File: src/rtl/key_evt_pkg.sv
`default_nettype none
// ============================================================================
// Module   : key_evt_pkg
// Purpose  : Event codes and gesture-FSM state encoding shared by the key
//            event controller and its output buffer.
// Ports    : none (package)
// Revision : 1.0 - initial release
// ============================================================================
package key_evt_pkg;

  localparam logic [2:0] EVT_NONE        = 3'd0;
  localparam logic [2:0] EVT_CLICK       = 3'd1;
  localparam logic [2:0] EVT_DOUBLE      = 3'd2;
  localparam logic [2:0] EVT_LONG_START  = 3'd3;
  localparam logic [2:0] EVT_LONG_REPEAT = 3'd4;
  localparam logic [2:0] EVT_LONG_END    = 3'd5;

  typedef enum logic [2:0] {
    ST_IDLE   = 3'd0,
    ST_PRESS1 = 3'd1,
    ST_WAIT2  = 3'd2,
    ST_PRESS2 = 3'd3,
    ST_LONG   = 3'd4
  } state_t;

endpackage : key_evt_pkg
`default_nettype wire

File: src/rtl/key_evt_buf.sv
`default_nettype none
// ============================================================================
// Module   : key_evt_buf
// Purpose  : One-deep valid/ready event register with a sticky overflow flag.
// Ports    : clk, rst        - clock, asynchronous active-high reset
//            push, push_code - new event request and its code
//            evt_ready       - consumer accepts the held event
//            ovf_clr         - clears the sticky overflow flag
//            evt_valid       - an unread event is held
//            evt_code        - held event code (EVT_NONE when empty)
//            ovf             - sticky: an event was dropped
// Revision : 1.0 - initial release
// ============================================================================
module key_evt_buf
  import key_evt_pkg::*;
(
  input  logic       clk,
  input  logic       rst,
  input  logic       push,
  input  logic [2:0] push_code,
  input  logic       evt_ready,
  input  logic       ovf_clr,
  output logic       evt_valid,
  output logic [2:0] evt_code,
  output logic       ovf
);

  logic accept;
  logic drop;

  assign accept = evt_valid & evt_ready;
  // The slot is free either when empty or when it is being read this cycle.
  assign drop   = push & evt_valid & ~evt_ready;

  always_ff @(posedge clk or posedge rst) begin
    if (rst) begin
      evt_valid <= 1'b0;
      evt_code  <= EVT_NONE;
    end else if (push && !drop) begin
      evt_valid <= 1'b1;
      evt_code  <= push_code;
    end else if (accept) begin
      evt_valid <= 1'b0;
      evt_code  <= EVT_NONE;
    end
  end

  // A drop in the same cycle as ovf_clr keeps the flag set.
  always_ff @(posedge clk or posedge rst) begin
    if (rst) begin
      ovf <= 1'b0;
    end else if (drop) begin
      ovf <= 1'b1;
    end else if (ovf_clr) begin
      ovf <= 1'b0;
    end
  end

endmodule : key_evt_buf
`default_nettype wire

File: src/rtl/key_event_ctrl.sv
`default_nettype none
// ============================================================================
// Module   : key_event_ctrl
// Purpose  : Gesture classifier behind a debounced key. Turns key_flag /
//            key_state into CLICK, DOUBLE, LONG_START, LONG_REPEAT and
//            LONG_END events delivered through a one-deep valid/ready buffer.
// Ports    : clk, rst            - clock, asynchronous active-high reset
//            en                  - enable; low forces IDLE
//            key_flag, key_state - debounced edge pulse and level (0=pressed)
//            evt_valid, evt_code - event output register
//            evt_ready           - consumer accepts the event
//            ovf, ovf_clr        - sticky drop flag and its clear
// Revision : 1.0 - initial release
// ============================================================================
module key_event_ctrl
  import key_evt_pkg::*;
#(
  parameter int LONG_CYC   = 25_000_000,
  parameter int DCLK_CYC   = 12_500_000,
  parameter int REPEAT_CYC = 5_000_000,
  parameter int CNT_W      = 25
) (
  input  logic       clk,
  input  logic       rst,
  input  logic       en,
  input  logic       key_flag,
  input  logic       key_state,
  output logic       evt_valid,
  output logic [2:0] evt_code,
  input  logic       evt_ready,
  output logic       ovf,
  input  logic       ovf_clr
);

  localparam logic [CNT_W-1:0] LONG_LAST   = CNT_W'(LONG_CYC - 1);
  localparam logic [CNT_W-1:0] DCLK_LAST   = CNT_W'(DCLK_CYC - 1);
  localparam logic [CNT_W-1:0] REPEAT_LAST = CNT_W'(REPEAT_CYC - 1);

  state_t           state;
  logic [CNT_W-1:0] timer;
  logic             press;
  logic             release_evt;
  logic             push;
  logic [2:0]       push_code;

  assign press       = key_flag & ~key_state;
  assign release_evt = key_flag &  key_state;

  // Gesture FSM and timer. Key edges are tested before timeouts so an edge
  // always wins a same-cycle tie.
  always_ff @(posedge clk or posedge rst) begin
    if (rst) begin
      state <= ST_IDLE;
      timer <= '0;
    end else if (!en) begin
      state <= ST_IDLE;
      timer <= '0;
    end else begin
      timer <= timer + 1'b1;
      case (state)
        ST_IDLE: begin
          if (press) begin
            state <= ST_PRESS1;
            timer <= '0;
          end
        end
        ST_PRESS1: begin
          if (release_evt) begin
            state <= ST_WAIT2;
            timer <= '0;
          end else if (timer == LONG_LAST) begin
            state <= ST_LONG;
            timer <= '0;
          end
        end
        ST_WAIT2: begin
          if (press) begin
            state <= ST_PRESS2;
            timer <= '0;
          end else if (timer == DCLK_LAST) begin
            state <= ST_IDLE;
            timer <= '0;
          end
        end
        ST_PRESS2: begin
          if (release_evt) begin
            state <= ST_IDLE;
            timer <= '0;
          end else if (timer == LONG_LAST) begin
            state <= ST_LONG;
            timer <= '0;
          end
        end
        ST_LONG: begin
          if (release_evt) begin
            state <= ST_IDLE;
            timer <= '0;
          end else if (timer == REPEAT_LAST) begin
            timer <= '0;
          end
        end
        default: begin
          state <= ST_IDLE;
          timer <= '0;
        end
      endcase
    end
  end

  // Event request in the triggering cycle; the buffer registers it, giving
  // one cycle of latency to evt_valid/evt_code.
  always_comb begin
    push      = 1'b0;
    push_code = EVT_NONE;
    if (en) begin
      case (state)
        ST_PRESS1: begin
          if (!release_evt && timer == LONG_LAST) begin
            push      = 1'b1;
            push_code = EVT_LONG_START;
          end
        end
        ST_WAIT2: begin
          if (!press && timer == DCLK_LAST) begin
            push      = 1'b1;
            push_code = EVT_CLICK;
          end
        end
        ST_PRESS2: begin
          if (release_evt) begin
            push      = 1'b1;
            push_code = EVT_DOUBLE;
          end else if (timer == LONG_LAST) begin
            push      = 1'b1;
            push_code = EVT_LONG_START;
          end
        end
        ST_LONG: begin
          if (release_evt) begin
            push      = 1'b1;
            push_code = EVT_LONG_END;
          end else if (timer == REPEAT_LAST) begin
            push      = 1'b1;
            push_code = EVT_LONG_REPEAT;
          end
        end
        default: begin
          push      = 1'b0;
          push_code = EVT_NONE;
        end
      endcase
    end
  end

  key_evt_buf u_buf (
    .clk       (clk),
    .rst       (rst),
    .push      (push),
    .push_code (push_code),
    .evt_ready (evt_ready),
    .ovf_clr   (ovf_clr),
    .evt_valid (evt_valid),
    .evt_code  (evt_code),
    .ovf       (ovf)
  );

endmodule : key_event_ctrl
`default_nettype wire

File: config.mk
export PLATFORM = sky130hd
export DESIGN_NAME = key_event_ctrl
export DESIGN_NICKNAME = d
export VERILOG_FILES = /design/src/rtl/key_evt_pkg.sv /design/src/rtl/key_evt_buf.sv /design/src/rtl/key_event_ctrl.sv
export SDC_FILE = /design/constraint.sdc
export NUM_CORES = 1
export LEC_CHECK = 0
export ABC_AREA = 1
export CAP_MARGIN = 20
export CORE_UTILIZATION = 62
export DETAILED_ROUTE_END_ITERATION = 10
export PLACE_DENSITY = 0.78
export SETUP_SLACK_MARGIN = 0.02
export SYNTH_ARGS = -nofsm -noshare
export SYNTH_HDL_FRONTEND = slang
export SYNTH_SLANG_ARGS = --single-unit
File: constraint.sdc
create_clock -name clk -period 3.85 [get_ports clk]
set_input_delay 0.385 -clock clk [delete_from_list [all_inputs] [get_ports clk]]
set_output_delay 0.385 -clock clk [all_outputs]
set_load 0.02 [all_outputs]
# == After elaboration in Yosys (flattened, before gate mapping) ==
# Index checks and enable logic that the tools add are counted.
# totals
register_bits,33
inputBits,7
out_inout_bits,5
# op_classes
add_sub_neg,1
eq_ne,10
n_mux,40
bitwise,7
n_reduce_logical,11
# ops
operator,n
25-bit two-way mux,8
25-bit one-hot mux with 4 select lines,1
3-bit two-way mux,13
"25-bit by 1-bit adder with 25-bit output, second input constant",1
"25-bit by 23-bit == test with 1-bit output, second input constant",1
"25-bit by 24-bit == test with 1-bit output, second input constant",1
"25-bit == test, second input constant",1
3-bit one-hot mux with 5 select lines,1
1-bit two-way mux,12
3-bit one-hot mux with 4 select lines,1
"3-bit by 2-bit == test with 1-bit output, second input constant",2
2-bit two-way mux,3
"3-bit inequality test, second input constant",2
1-bit AND,5
"4-bit inequality test, second input constant",1
1-bit one-hot mux with 4 select lines,1
2-bit nonzero test,2
"3-bit by 1-bit == test with 1-bit output, second input constant",1
"3-bit == test, second input constant",1
1-bit logical AND,3
1-bit zero test,3
3-bit zero test,1
3-bit AND reduction,1
1-bit NOT,2
2-bit OR reduction,1

# == Longest topological paths before layout ==
# Gate-level depths: netlist (run 1).
# depth
depth_word,12
mapped_depth,12

# == Modules after synthesis ==
# From an unflattened synthesis (run 1), not the netlist that was laid out.
# hier_totals
hier_cells,389
area_unflattened_um2,2496.1
# modules_own_cells
mod,instances,cells_each,area_each_um2
key_event_ctrl,1,364,2287.2
key_evt_buf,1,25,209.0

# == Worst setup path before layout (run 1) ==
# Ideal clock, no wire load.
# synth_path
kind,flip-flop to flip-flop
from,reg timer[0]
to,reg timer[15]
setup_ps,119
t_arrival_ps,1494
required_time_ps,3731
slack_ps,2237
path_stages_with_launch,12
period_less_slack_ps,1613
path_cell_list,dfrtp_1 ha_1 nand3_2 inv_2 nand2_1 nor2_2 nand2_2 nand3_2 nand3_2 nand2_4 buf_6 nor2_1
# synth_between
elab_chain_len,5
# synth_lines
element,line,text
"start, declared",key_event_ctrl.sv:40,logic [CNT_W-1:0] timer;
"start signal, assigned",key_event_ctrl.sv:59,timer <= timer + 1'b1;
25-bit by 1-bit adder with 25-bit output (tied with other cells),key_event_ctrl.sv:59,
25-bit two-way mux (on tied branches),n/a,
25-bit two-way mux (on tied branches),"key_event_ctrl.sv:95, key_event_ctrl.sv:77, key_event_ctrl.sv:86",
25-bit one-hot mux with 4 select lines *,key_event_ctrl.sv:60,case (state)
25-bit two-way mux *,key_event_ctrl.sv:55,end else if (!en) begin
# Mark *: on every way between the ends. The rest lies on a longest branch, timed or not.
# A chain may end at the register's enable or synchronous reset.

# == Worst setup path after layout (run 1) ==
# layout_path
from,reg timer[0]
to,reg timer[9]
# Same word-level chain as after synthesis.

==> results of run 1 <==
-- critical path, delay by kind of cell (launching register included) --
kind	cells	cell delay, ns
adders and majority gates	1	0.22
DFF	1	0.43
buffers and inverters	1	0.11
and+or+nand+nor	8	1.00
-- where the power goes --
part | switching (mW) | leakage, nW | internal [mW]
clock network | 0.118 | 0.0303 | 0.0854
logic | 0.0944 | 0.619 | 0.0507
registers | 0.0177 | 0.458 | 0.364
-- final timing paths --
kind                                                  to
min                                   timer[4]$_DFF_PP0_
max reg2reg                           timer[9]$_DFF_PP0_
max                                   timer[9]$_DFF_PP0_
min reg2reg                u_buf.evt_code[1]$_DFFE_PP0P_
min in group clk           u_buf.evt_code[1]$_DFFE_PP0P_
max in group asynchronous            timer[17]$_DFF_PP0_
-- cell families (layout without fill, tap and decap cells) --
logic type	Yosys count	count (layout)	synth area share, %
compound gates	15	15	4.340
xor+xnor	12	12	4.797
fa+ha+maj	1	1	0.5710
buf+inv	45	61	8.452
flops	33	33	37.69
simple gates	194	194	44.15
-- cell type report --
cell class	count	share of cell area (%)
inverter	42	6.576
multi-input combinational	222	49.22
sequential	33	34.45
clock buffer	6	2.140
clock inverter	1	0.3132
timing repair buffer	12	4.906
tap	46	2.401
-- cell usage after synthesis, drive strengths merged --
| master | instances |
|---|---|
| nor3 | 19 |
| buf | 2 |
| ha | 1 |
| xnor2 | 1 |
| xor2 | 11 |
| nand2 | 66 |
| o21ai | 5 |
| nand4 | 14 |
| or2 | 3 |
| nand3b | 1 |
| a21oi | 5 |
| clkbuf | 1 |
| a32o | 1 |
| o22ai | 2 |
| nor3b | 2 |
| o2bb2ai | 1 |
| dfrtp | 33 |
| inv | 42 |
| nor2 | 66 |
| nand3 | 23 |
| a22oi | 1 |
-- flip-flops by register name, summed over array words and instances, names as in the netlist --
| register | flops |
|---|---|
| u_buf.ovf | 1 |
| timer | 25 |
| u_buf.evt_code | 3 |
| state | 3 |
| u_buf.evt_valid | 1 |
-- through the flow --
step / worst slack, ns / util [%]
5_1_grt: 1.760 / 71.28
2_1_floorplan: 2.237 / -
4_1_cts: 1.923 / 71.28
3_5_place_dp: 1.760 / 69.53
6_report: 1.955 / 71.28
3_3_place_gp: 1.909 / 69.53
-- metal layers --
metal  GRT usage (%)  routed length, um  up-vias
met5               0                  0        -
met4           11.11                 66        0
met3           7.353                203        7
met2           43.79               2190       55
met1           36.46               2177      889
li1                -                  -      995
==> summary.txt, run 1 <==
Outcome
  • Result of the run: completed

Setup path
  • Most numerous cell on the critical path: sky130_fd_sc_hd__nand3_2
  • Launch instance of the worst register-to-register path: timer[0]$_DFF_PP0_
  • Setup crit start kind: flip-flop
  • Required time at the endpoint of the critical path: ~4 ns
  • Highest fanout seen on the critical path: 24
  • Classification of the worst setup path: flip-flop to flip-flop
  • Slowest Stage Delay on Critical Path: 0.43 ns
  • Slowest stage cell, crit path: sky130_fd_sc_hd__dfrtp_1
  • Endpoint arrival time on the critical path: 2.12 ns
  • Worst R2R Setup Slack: about 2.0 ns
  • Worst setup path startpoint: timer[0]$_DFF_PP0_
  • Critical-path cell list: ha_1 -> nand3_2 -> inv_2 -> nand2_1 -> nor2_2 -> nand2_2 -> nand3_2 -> nand3_2 -> nand2_4 -> nor3b_1
  • Critical path endpoint category: flip-flop
  • Worst-case reg-to-reg path depth: 10

Routing
  • Number of violations reported at the end of detailed-routing iteration 0: 138
  • Routed WL: roughly 4.6 mm
  • Wirelength per Cell: about 13 um
  • Vias per cell: around 5.4
  • Number of remaining DRC errors: 0
  • Iteration count of the initial detailed-routing pass: 5
  • Via count of the routed design: approximately 1.9k
  • Final ANT Viol Nets: 0

STA
  • Final Slew Violations: 0
  • Final Hold Vio Count: 0
  • Highest attainable clock frequency: about 530 MHz
  • Pin slew with the least headroom to its limit: 0.4148 ns
  • Final setup skew: between 0.004 and 0.005 ns
  • Unrepaired setup endpoints after global routing: no
  • Final worst path period share: between 40% and 50%
  • Number of setup violations in the final report: 0
  • Final critical-path required period: about 1.9 ns
  • Total negative slack for setup checks: 0 ns
  • Slew headroom: between 70% and 80%
  • Worst hold slack across all endpoints: roughly 0.43 ns

Power and ir drop
  • Peak supply drop: roughly 0.19 mV
  • Leakage Power: 1.108 nW
  • Power density over the cells: ~300 nW/um2
  • PnR Total Power: roughly 0.73 mW

CTS
  • TritonCTS clock tree: built
  • Post-cts resize count: 0
  • Worst-path clk slew: 0.10 ns
  • Clock sink total: 33
  • Post-CTS Hold Buffers: 0
  • Number of buffers created by CTS: 5
  • Clock Path Buffers: 2
  • H-tree levels: 2
  • Number of post-CTS setup repair buffers: 0
  • CTS root buf: sky130_fd_sc_hd__clkbuf_4
  • Source-to-sink clock delay at the later pin of the worst-skew pair: 0.34 ns

Finish
  • Number of inserted filler cells in the final layout: between 200 and 300
  • Number of nets at the end of the flow: 324
  • Layout Cells excl Fill: roughly 360
  • Finished Cell Area: roughly 2400 um2
  • Area occupied by multi-input gates: roughly 1200 um2
  • Leading cell types in the layout, fill and taps excluded: 60 x sky130_fd_sc_hd__nand2_1, 55 x sky130_fd_sc_hd__nor2_1, 41 x sky130_fd_sc_hd__inv_1, 33 x sky130_fd_sc_hd__dfrtp_1, 17 x sky130_fd_sc_hd__nand3_1
  • Final antenna diode count: 0
  • Share of final-layout standard cells stronger than drive strength 1: about an eighth
  • Most common cell after layout, fill and taps aside: sky130_fd_sc_hd__nand2_1
  • Seq. cell area: just over 800 um2
  • Layout-stage area growth over the synthesis result: 9.423%

Place
  • Number of placed instances, taps included: around 360
  • Placed Area: between 2000 and 2500 um2
  • Port buffer count: 11
  • Post-DP HPWL: around 3.5 mm
  • GPL Wtd Cong: slightly below 0.9

GRT
  • Global-route wire length before repair: ~7.6 mm
  • Number of global-route vias before repair: about 1.8k
  • Maximum number of pins on one net before global-route repair: 34
  • Total GRT Usage: between 20% and 30%
  • Global route overflow: 0
  • Number of antenna violations at the first check in global routing: 0

Yosys
  • Largest area contributor in the synthesized netlist: sky130_fd_sc_hd__dfrtp_1
  • Average size of a mapped cell: around 7.3 um2
  • Sequential fraction of the synthesis area: a little under two fifths
  • Post-synthesis cell area: 2191 um2
  • Number of register bits inferred by synthesis: 33
  • Post-Syn Nets: approximately 310
  • Synth unique cells: 31
  • Portion of synthesized cell area occupied by the leading cell type: 37.69%
  • Biggest area contributors in the synthesized netlist: sky130_fd_sc_hd__dfrtp_1 38%, sky130_fd_sc_hd__nand2_1 10%, sky130_fd_sc_hd__nor2_1 9.4%
  • Number of synthesis warnings: 0
  • Post-synthesis instance total: 300

Flow run
  • Max Cap Viol: 0

Die
  • Die Ht: ~61 um
  • Number of top-level design ports: 12
  • Starting density of the core: around two thirds
  • Core region area: between 3000 and 4000 um2
  • Die width: just over 60 um
  • Std-Cell Rows: 21
  • Die area: about 3800 um2

Worst hold path
  • Hold WC Path Type: primary input to asynchronous set/reset pin
(Power assumes the default switching activity.)
==> inputs of run 2 (changes only) <==
--- a/config.mk
+++ b/config.mk
@@ -7,9 +7,9 @@
 export LEC_CHECK = 0
 export ABC_AREA = 1
 export CAP_MARGIN = 20
-export CORE_UTILIZATION = 62
+export CORE_UTILIZATION = 54
 export DETAILED_ROUTE_END_ITERATION = 10
-export PLACE_DENSITY = 0.78
+export PLACE_DENSITY = 0.72
 export SETUP_SLACK_MARGIN = 0.02
 export SYNTH_ARGS = -nofsm -noshare
 export SYNTH_HDL_FRONTEND = slang
==> constraint.sdc (replaced) <==
create_clock -name clk -period 1.7 [get_ports clk]
set_input_delay 0.17 -clock clk [delete_from_list [all_inputs] [get_ports clk]]
set_output_delay 0.17 -clock clk [all_outputs]
set_load 0.02 [all_outputs]
==> run 2 against run 1 <==
Net effect: the flow now finishes with violations (negative setup slack); register-to-register slack lost 2.0 ns; final cell count grew 11%; die area grew 14%; maximum frequency grew 10%; core utilization grew 9.5 points; final area grew 27%; critical path type unchanged; highest routed layer unchanged.
==> summary.txt, run 2 (same netlist as run 1, synthesis figures left out) <==
Setup path
  • Critical path endpoint category: flip-flop
  • Worst-case reg-to-reg path depth: 11 (+1)
  • Most numerous cell on the critical path: sky130_fd_sc_hd__nand3_4
  • Required time at the endpoint of the critical path: 1.87 ns (-2.20 ns)
  • Slowest stage cell, crit path: sky130_fd_sc_hd__dfrtp_1
  • Worst R2R Setup Slack: -0.02 ns (-1.97 ns)
  • Endpoint arrival time on the critical path: 1.89 ns (-0.23 ns)
  • Classification of the worst setup path: flip-flop to flip-flop
  • Setup crit start kind: flip-flop
  • Highest fanout seen on the critical path: 6 (-75%)
  • Critical-path cell list: ha_4 -> nand3_4 -> inv_4 -> nand3_2 -> nor2_2 -> nand2_1 -> nand2_2 -> nand3_4 -> nand2_8 -> clkbuf_16 -> nor2_1
  • Slowest Stage Delay on Critical Path: 0.41 ns (-0.02 ns)

STA
  • Slew headroom: 70.88% (-1.5 points)
  • Number of setup violations in the final report: 10 (+10)
  • Unrepaired setup endpoints after global routing: yes
  • Highest attainable clock frequency: 582.6 MHz (+10%)
  • Final Hold Vio Count: 0 (unchanged)
  • Final Slew Violations: 0 (unchanged)
  • Final critical-path required period: 1.717 ns (-0.1780 ns)
  • Worst setup margin: -0.01659 ns (-1.972 ns)
  • Total negative slack for setup checks: -0.08232 ns (-0.08232 ns)
  • Pin slew with the least headroom to its limit: 0.4368 ns (+0.02201 ns)
  • Final setup skew: 0.006110 ns (+0.001272 ns)
  • Final worst path period share: 101.0% (+52 points)

GRT
  • Total GRT Usage: 27.18% (-0.59 points)
  • Maximum number of pins on one net before global-route repair: 34 (unchanged)
  • Number of antenna violations at the first check in global routing: 0 (unchanged)
  • Global-route wire length before repair: 8.859 mm (+17%)
  • Global route overflow: 0 (unchanged)
  • Number of global-route vias before repair: 2016 (+11%)

CTS
  • Clock sink total: 33 (unchanged)
  • Worst-path clk slew: 0.07 ns (-0.03 ns)
  • Number of buffers created by CTS: 5 (unchanged)
  • Source-to-sink clock delay at the later pin of the worst-skew pair: 0.29 ns (-0.05 ns)
  • Post-CTS Hold Buffers: 0 (unchanged)
  • Clock Path Buffers: 2 (unchanged)
  • H-tree levels: 2 (unchanged)
  • CTS root buf: sky130_fd_sc_hd__clkbuf_8
  • TritonCTS clock tree: built

Finish
  • Finished Core Util: 80.79% (+9.5 points)
  • Finished Cell Area: 3047 um2 (+27%)
  • Largest Register: timer
  • Number of flip-flops in the largest register: 25 (unchanged)
  • Largest registers: timer: 25 flops, state: 3 flops, u_buf.evt_code: 3 flops
  • Final antenna diode count: 0 (unchanged)
  • Number of nets at the end of the flow: 363 (+12%)
  • Share of final-layout standard cells stronger than drive strength 1: 36.62% (+23 points)
  • Leading cell types in the layout, fill and taps excluded: 50 x sky130_fd_sc_hd__nand2_1, 43 x sky130_fd_sc_hd__nor2_1, 36 x sky130_fd_sc_hd__inv_1, 35 x sky130_fd_sc_hd__buf_4, 26 x sky130_fd_sc_hd__dfrtp_1
  • Most common cell after layout, fill and taps aside: sky130_fd_sc_hd__nand2_1
  • Layout-stage area growth over the synthesis result: 39.06%

Outcome
  • Failing checks: negative setup slack
  • Result of the run: complete, but fails checks

Die
  • Core region area: 3771 um2 (+12%)
  • Std-Cell Rows: 22 (+4.8%)
  • Die area: 4316 um2 (+14%)
  • Starting density of the core: 58.10% (-7.0 points)
  • Die Ht: 65.70 um (+6.9%)
  • Number of top-level design ports: 12 (unchanged)
  • Die width: 65.70 um (+6.9%)

Power and ir drop
  • Leakage Power: 1.414 nW (+28%)
  • Peak supply drop: 0.4396 mV (+140%)
  • Power density over the cells: 681.0 nW/um2 (+120%)
  • PnR Total Power: 2.075 mW (+180%)

Worst hold path
  • Hold WC Path Type: primary input to asynchronous set/reset pin

Routing
  • Final ANT Viol Nets: 0 (unchanged)
  • Via count of the routed design: 2227 (+14%)
  • Number of remaining DRC errors: 0 (unchanged)
  • Routed WL: 6.013 mm (+30%)
  • Wirelength per Cell: 14.92 um (+16%)
  • Number of violations reported at the end of detailed-routing iteration 0: 166 (+20%)
  • Vias per cell: 5.526 (+2.8%)
  • Iteration count of the initial detailed-routing pass: 5 (unchanged)

Place
  • GPL Wtd Cong: 0.9806 (+11%)
  • Port buffer count: 11 (unchanged)
  • Placed Area: 2539 um2 (+8.6%)
  • Post-DP HPWL: 3.930 mm (+12%)

Flow run
  • Max Cap Viol: 0 (unchanged)
-- run 2: report_power, final --
part | leakage [nW] | internal [mW] | switching, mW
sequential | 0.446 | 0.825 | 0.0408
combinational | 0.923 | 0.288 | 0.324
clock | 0.0443 | 0.321 | 0.275
-- run 2: path summary, 6_finish.rpt --
kind	start	endpoint
max reg2reg	timer[1]$_DFF_PP0_	timer[20]$_DFF_PP0_
min in group clk	ovf_clr	u_buf.ovf$_DFFE_PP0P_
min	rst	timer[5]$_DFF_PP0_
max in group asynchronous	rst	timer[11]$_DFF_PP0_
min reg2reg	u_buf.evt_code[0]$_DFFE_PP0P_	u_buf.evt_code[0]$_DFFE_PP0P_
max	timer[1]$_DFF_PP0_	timer[20]$_DFF_PP0_
-- run 2: routing by layer --
| layer | wire length, um | part of all wire, % | vias up | track usage [%] |
|---|---|---|---|---|
| met3 | 293 | 4.9 | 13 | 5.208 |
| met2 | 3105 | 52 | 53 | 45.15 |
| met4 | 133 | 2.2 | 0 | 9.783 |
| met1 | 2480 | 41 | 1088 | 34.76 |
| li1 | - | - | 1073 | - |
| met5 | 0 | 0 | - | 0 |
-- run 2: critical path, delay by kind of cell (launching register included) --
kind                       cells  cell delay (ns)
adders and majority gates      1             0.17
DFF                            1             0.41
buffers and inverters          2             0.25
and+or+nand+nor                8             0.76
-- run 2: area by class of cell --
cell class	count	area, um2
multi-input cells	222	1431
fillers	261	724.4
flip-flops and latches	33	834.6
repair buffers	51	474.2
clock buffers	7	86.33
well taps	48	60.06
inverters	42	160.2
-- run 2: timing repair --
item,CTS,global route
pin swaps,4,8
cloned,0,2
resized for setup,6,66
buffers inserted,3,11
endpoints found under the setup margin,27,33
-- run 2: stage by stage --
stage               std cells  hold slack [ns]  worst slack [ns]
global route              403           0.3357          -0.07847
global placement          380           0.4869           0.01315
CTS                       390           0.2979           0.02099
detailed placement        380           0.4922          -0.01069
floorplan                 300           0.2765           0.08651
finish                    403           0.2824          -0.01659
==> inputs of run 3 (changes only) <==
--- a/config.mk
+++ b/config.mk
@@ -7,9 +7,10 @@
 export LEC_CHECK = 0
 export ABC_AREA = 1
 export CAP_MARGIN = 20
-export CORE_UTILIZATION = 54
+export CORE_UTILIZATION = 57
 export DETAILED_ROUTE_END_ITERATION = 10
-export PLACE_DENSITY = 0.72
+export DONT_BUFFER_PORTS = 1
+export PLACE_DENSITY = 0.71
 export SETUP_SLACK_MARGIN = 0.02
 export SYNTH_ARGS = -nofsm -noshare
 export SYNTH_HDL_FRONTEND = slang
==> run 3 against run 2 <==
Net effect: the run still ends with negative setup slack left; worst hold slack worse by 0.28 ns; sequential power up 3.0%; sequential share of layout area is 0.96 points higher; final cell count fell by 3.5%; power increased by 0.19%; critical path type unchanged.
==> summary.txt, run 3 (same netlist as run 1, synthesis figures left out) <==
Outcome
  • Result of the run: complete, but fails checks
  • Failing checks: negative setup slack

CTS
  • CTS root buf: sky130_fd_sc_hd__clkbuf_8
  • Clock Path Buffers: 2 (unchanged)
  • H-tree levels: 2 (unchanged)
  • Number of buffers created by CTS: 5 (unchanged)
  • TritonCTS clock tree: built
  • Worst-path clk slew: 0.07 ns (about the same)
  • Clock sink total: 33 (unchanged)
  • Source-to-sink clock delay at the later pin of the worst-skew pair: 0.29 ns (about the same)

GRT
  • Number of global-route vias before repair: 1963 (-2.6%)
  • Number of antenna violations at the first check in global routing: 0 (unchanged)
  • Total GRT Usage: 26.98% (-0.19 points)
  • Maximum number of pins on one net before global-route repair: 34 (unchanged)
  • Global route overflow: 0 (unchanged)
  • Global-route wire length before repair: 8.590 mm (-3.0%)

Finish
  • Largest registers: timer: 25 flops, state: 3 flops, u_buf.evt_code: 3 flops
  • Share of final-layout standard cells stronger than drive strength 1: 35.78% (-0.84 points)
  • Number of flip-flops in the largest register: 25 (unchanged)
  • Largest Register: timer
  • Layout-stage area growth over the synthesis result: 33.75%
  • Final antenna diode count: 0 (unchanged)
  • Number of inserted filler cells in the final layout: 244 (-6.5%)
  • Finished Cell Area: 2930 um2 (-3.8%)
  • Finished Core Util: 80.04% (-0.75 points)
  • Number of nets at the end of the flow: 349 (-3.9%)
  • Leading cell types in the layout, fill and taps excluded: 52 x sky130_fd_sc_hd__nand2_1, 39 x sky130_fd_sc_hd__nor2_1, 36 x sky130_fd_sc_hd__inv_1, 29 x sky130_fd_sc_hd__buf_4, 29 x sky130_fd_sc_hd__dfrtp_1
  • Most common cell after layout, fill and taps aside: sky130_fd_sc_hd__nand2_1

Worst hold path
  • Hold WC Path Type: primary input to flip-flop

Setup path
  • Endpoint arrival time on the critical path: 2.02 ns (+0.13 ns)
  • Classification of the worst setup path: flip-flop to flip-flop
  • Setup crit start kind: flip-flop
  • Critical path endpoint category: flip-flop
  • Highest fanout seen on the critical path: 6 (unchanged)
  • Required time at the endpoint of the critical path: 1.88 ns (about the same)

STA
  • Final Hold Vio Count: 0 (unchanged)
  • Worst setup margin: -0.1394 ns (-0.1229 ns)
  • Slew headroom: 65.78% (-5.1 points)
  • Final Slew Violations: 0 (unchanged)
  • Worst hold slack across all endpoints: 0.006389 ns (-0.2760 ns)
  • Number of setup violations in the final report: 30 (+20)
  • Unrepaired setup endpoints after global routing: yes
  • Pin slew with the least headroom to its limit: 0.5094 ns (+0.07261 ns)
  • Final worst path period share: 108.2% (+7.2 points)
  • Final setup skew: 0.009910 ns (+0.003800 ns)
  • Highest attainable clock frequency: 543.6 MHz (-6.7%)
  • Final critical-path required period: 1.839 ns (+0.1229 ns)

Power and ir drop
  • Leakage Power: 1.366 nW (-3.4%)
  • Clock network fraction of design power: 28.8% (about the same)
  • Proportion of power drawn by flip-flops and latches: 42.9% (+1.2 points)
  • Switching part of the total power: 31.80% (+0.95 points)
  • Part of the power in combinational logic: 28.3% (-1.2 points)
  • Net switching power of the design: 0.6610 mW (+3.3%)
  • Power density over the cells: 709.3 nW/um2 (+4.2%)
  • Cell Int Power: 1.417 mW (-1.2%)
  • Peak supply drop: 0.6997 mV (+59%)

Place
  • Pre-CTS setup slack: -0.05684 ns (-0.04615 ns)
  • Post-DP HPWL: 3.754 mm (-4.5%)
  • GPL Wtd Cong: 0.8976 (-8.5%)
  • Placed Area: 2406 um2 (-5.2%)
  • Port buffer count: 0 (-11)

Routing
  • Final ANT Viol Nets: 0 (unchanged)
  • Vias per cell: 5.666 (+2.5%)
  • Routed WL: 6.117 mm (+1.7%)
  • Via count of the routed design: 2204 (-1.0%)
  • Number of remaining DRC errors: 0 (unchanged)
  • Wirelength per Cell: 15.72 um (+5.4%)
  • Number of violations reported at the end of detailed-routing iteration 0: 209 (+26%)
  • Iteration count of the initial detailed-routing pass: 4 (-1)

Die
  • Die width: 64.00 um (-2.6%)
  • Die Ht: 64.00 um (-2.6%)
  • Std-Cell Rows: 22 (unchanged)
  • Number of top-level design ports: 12 (unchanged)
  • Starting density of the core: 59.84% (+1.7 points)
  • Core region area: 3661 um2 (-2.9%)
  • Die area: 4095 um2 (-5.1%)

Flow run
  • Max Cap Viol: 0 (unchanged)
[run 3: cell types whose count changed in the layout (fill, tap and decap cells not counted), sizes merged]
cell,previous run,this run
dlygate4sd3,0,2
buf,38,33
clkdlybuf4s50,11,0
[run 3: critical path, stage by stage, from the launching register on]
cell	delay [ns]
sky130_fd_sc_hd__dfrtp_1	0.43
sky130_fd_sc_hd__inv_1	0.15
sky130_fd_sc_hd__nand2_1	0.10
sky130_fd_sc_hd__nor2_1	0.19
sky130_fd_sc_hd__nand2_4	0.07
sky130_fd_sc_hd__nor2_4	0.17
sky130_fd_sc_hd__nand2_4	0.09
sky130_fd_sc_hd__nand3_4	0.08
sky130_fd_sc_hd__nand3_4	0.11
sky130_fd_sc_hd__nand2_8	0.12
sky130_fd_sc_hd__clkbuf_16	0.17
sky130_fd_sc_hd__nor2_1	0.04
[run 3: layer usage]
| layer | wire length [um] | track usage, % | vias to the layer above |
|---|---|---|---|
| li1 | - | - | 1048 |
| met1 | 2619 | 35.17 | 1039 |
| met2 | 2969 | 45.74 | 90 |
| met3 | 289 | 4.107 | 27 |
| met4 | 238 | 8.523 | 0 |
| met5 | 0 | 0 | - |
[run 3: area by class of cell]
type                       instances  area [um2]  area share [%]
multi-input combinational        222        1443           49.23
sequential                        33       830.8           28.35
timing repair buffer              37       350.3           11.96
inverter                          42       160.2           5.465
clock buffer                       7       86.33           2.946
tap                               48       60.06           2.050
[run 3: metrics by stage]
step / power, mW / TNS (ns) / instances
2_1_floorplan: 1.127 / 0 / 300
3_3_place_gp: 1.250 / -0.02794 / 366
4_1_cts: 1.887 / 0 / 376
5_1_grt: 2.162 / -5.972 / 389
6_report: 2.078 / -3.026 / 389
3_5_place_dp: 1.260 / -0.6420 / 366
[run 3: worst paths after layout]
| kind | from | to | depth (start not counted) | slack (ns) |
|---|---|---|---|---|
| worst max-delay path | timer[7]$_DFF_PP0_ | timer[15]$_DFF_PP0_ | 11 | -0.14 |
| worst max register to register | timer[7]$_DFF_PP0_ | timer[15]$_DFF_PP0_ | 11 | -0.14 |
| max in group asynchronous | rst | timer[4]$_DFF_PP0_ | 3 | 0.95 |
| worst min register to register | timer[19]$_DFF_PP0_ | timer[19]$_DFF_PP0_ | 2 | 0.56 |
| worst min-delay path | en | state[0]$_DFFE_PP0P_ | 2 | 0.006 |
| min in group asynchronous | rst | u_buf.ovf$_DFFE_PP0P_ | 3 | 0.41 |
[run 3: power groups by stage]
| stage | clock network, mW | logic [mW] | registers, mW |
|---|---|---|---|
| final | 0.599 | 0.587 | 0.892 |
| after global routing | 0.636 | 0.630 | 0.897 |
| after CTS | 0.603 | 0.398 | 0.885 |
| after detailed placement | 0 | 0.366 | 0.895 |
| after global placement | 0 | 0.357 | 0.893 |
| after floorplan | 0 | 0.236 | 0.890 |
[run 3: what timing repair did]
action,CTS,global route
resized for setup,5,71
setup endpoints to repair,29,33
cloned,0,2
hold buffers,2,0
pin swaps,1,22
endpoints found under the hold margin,34,0
setup buffers,1,11
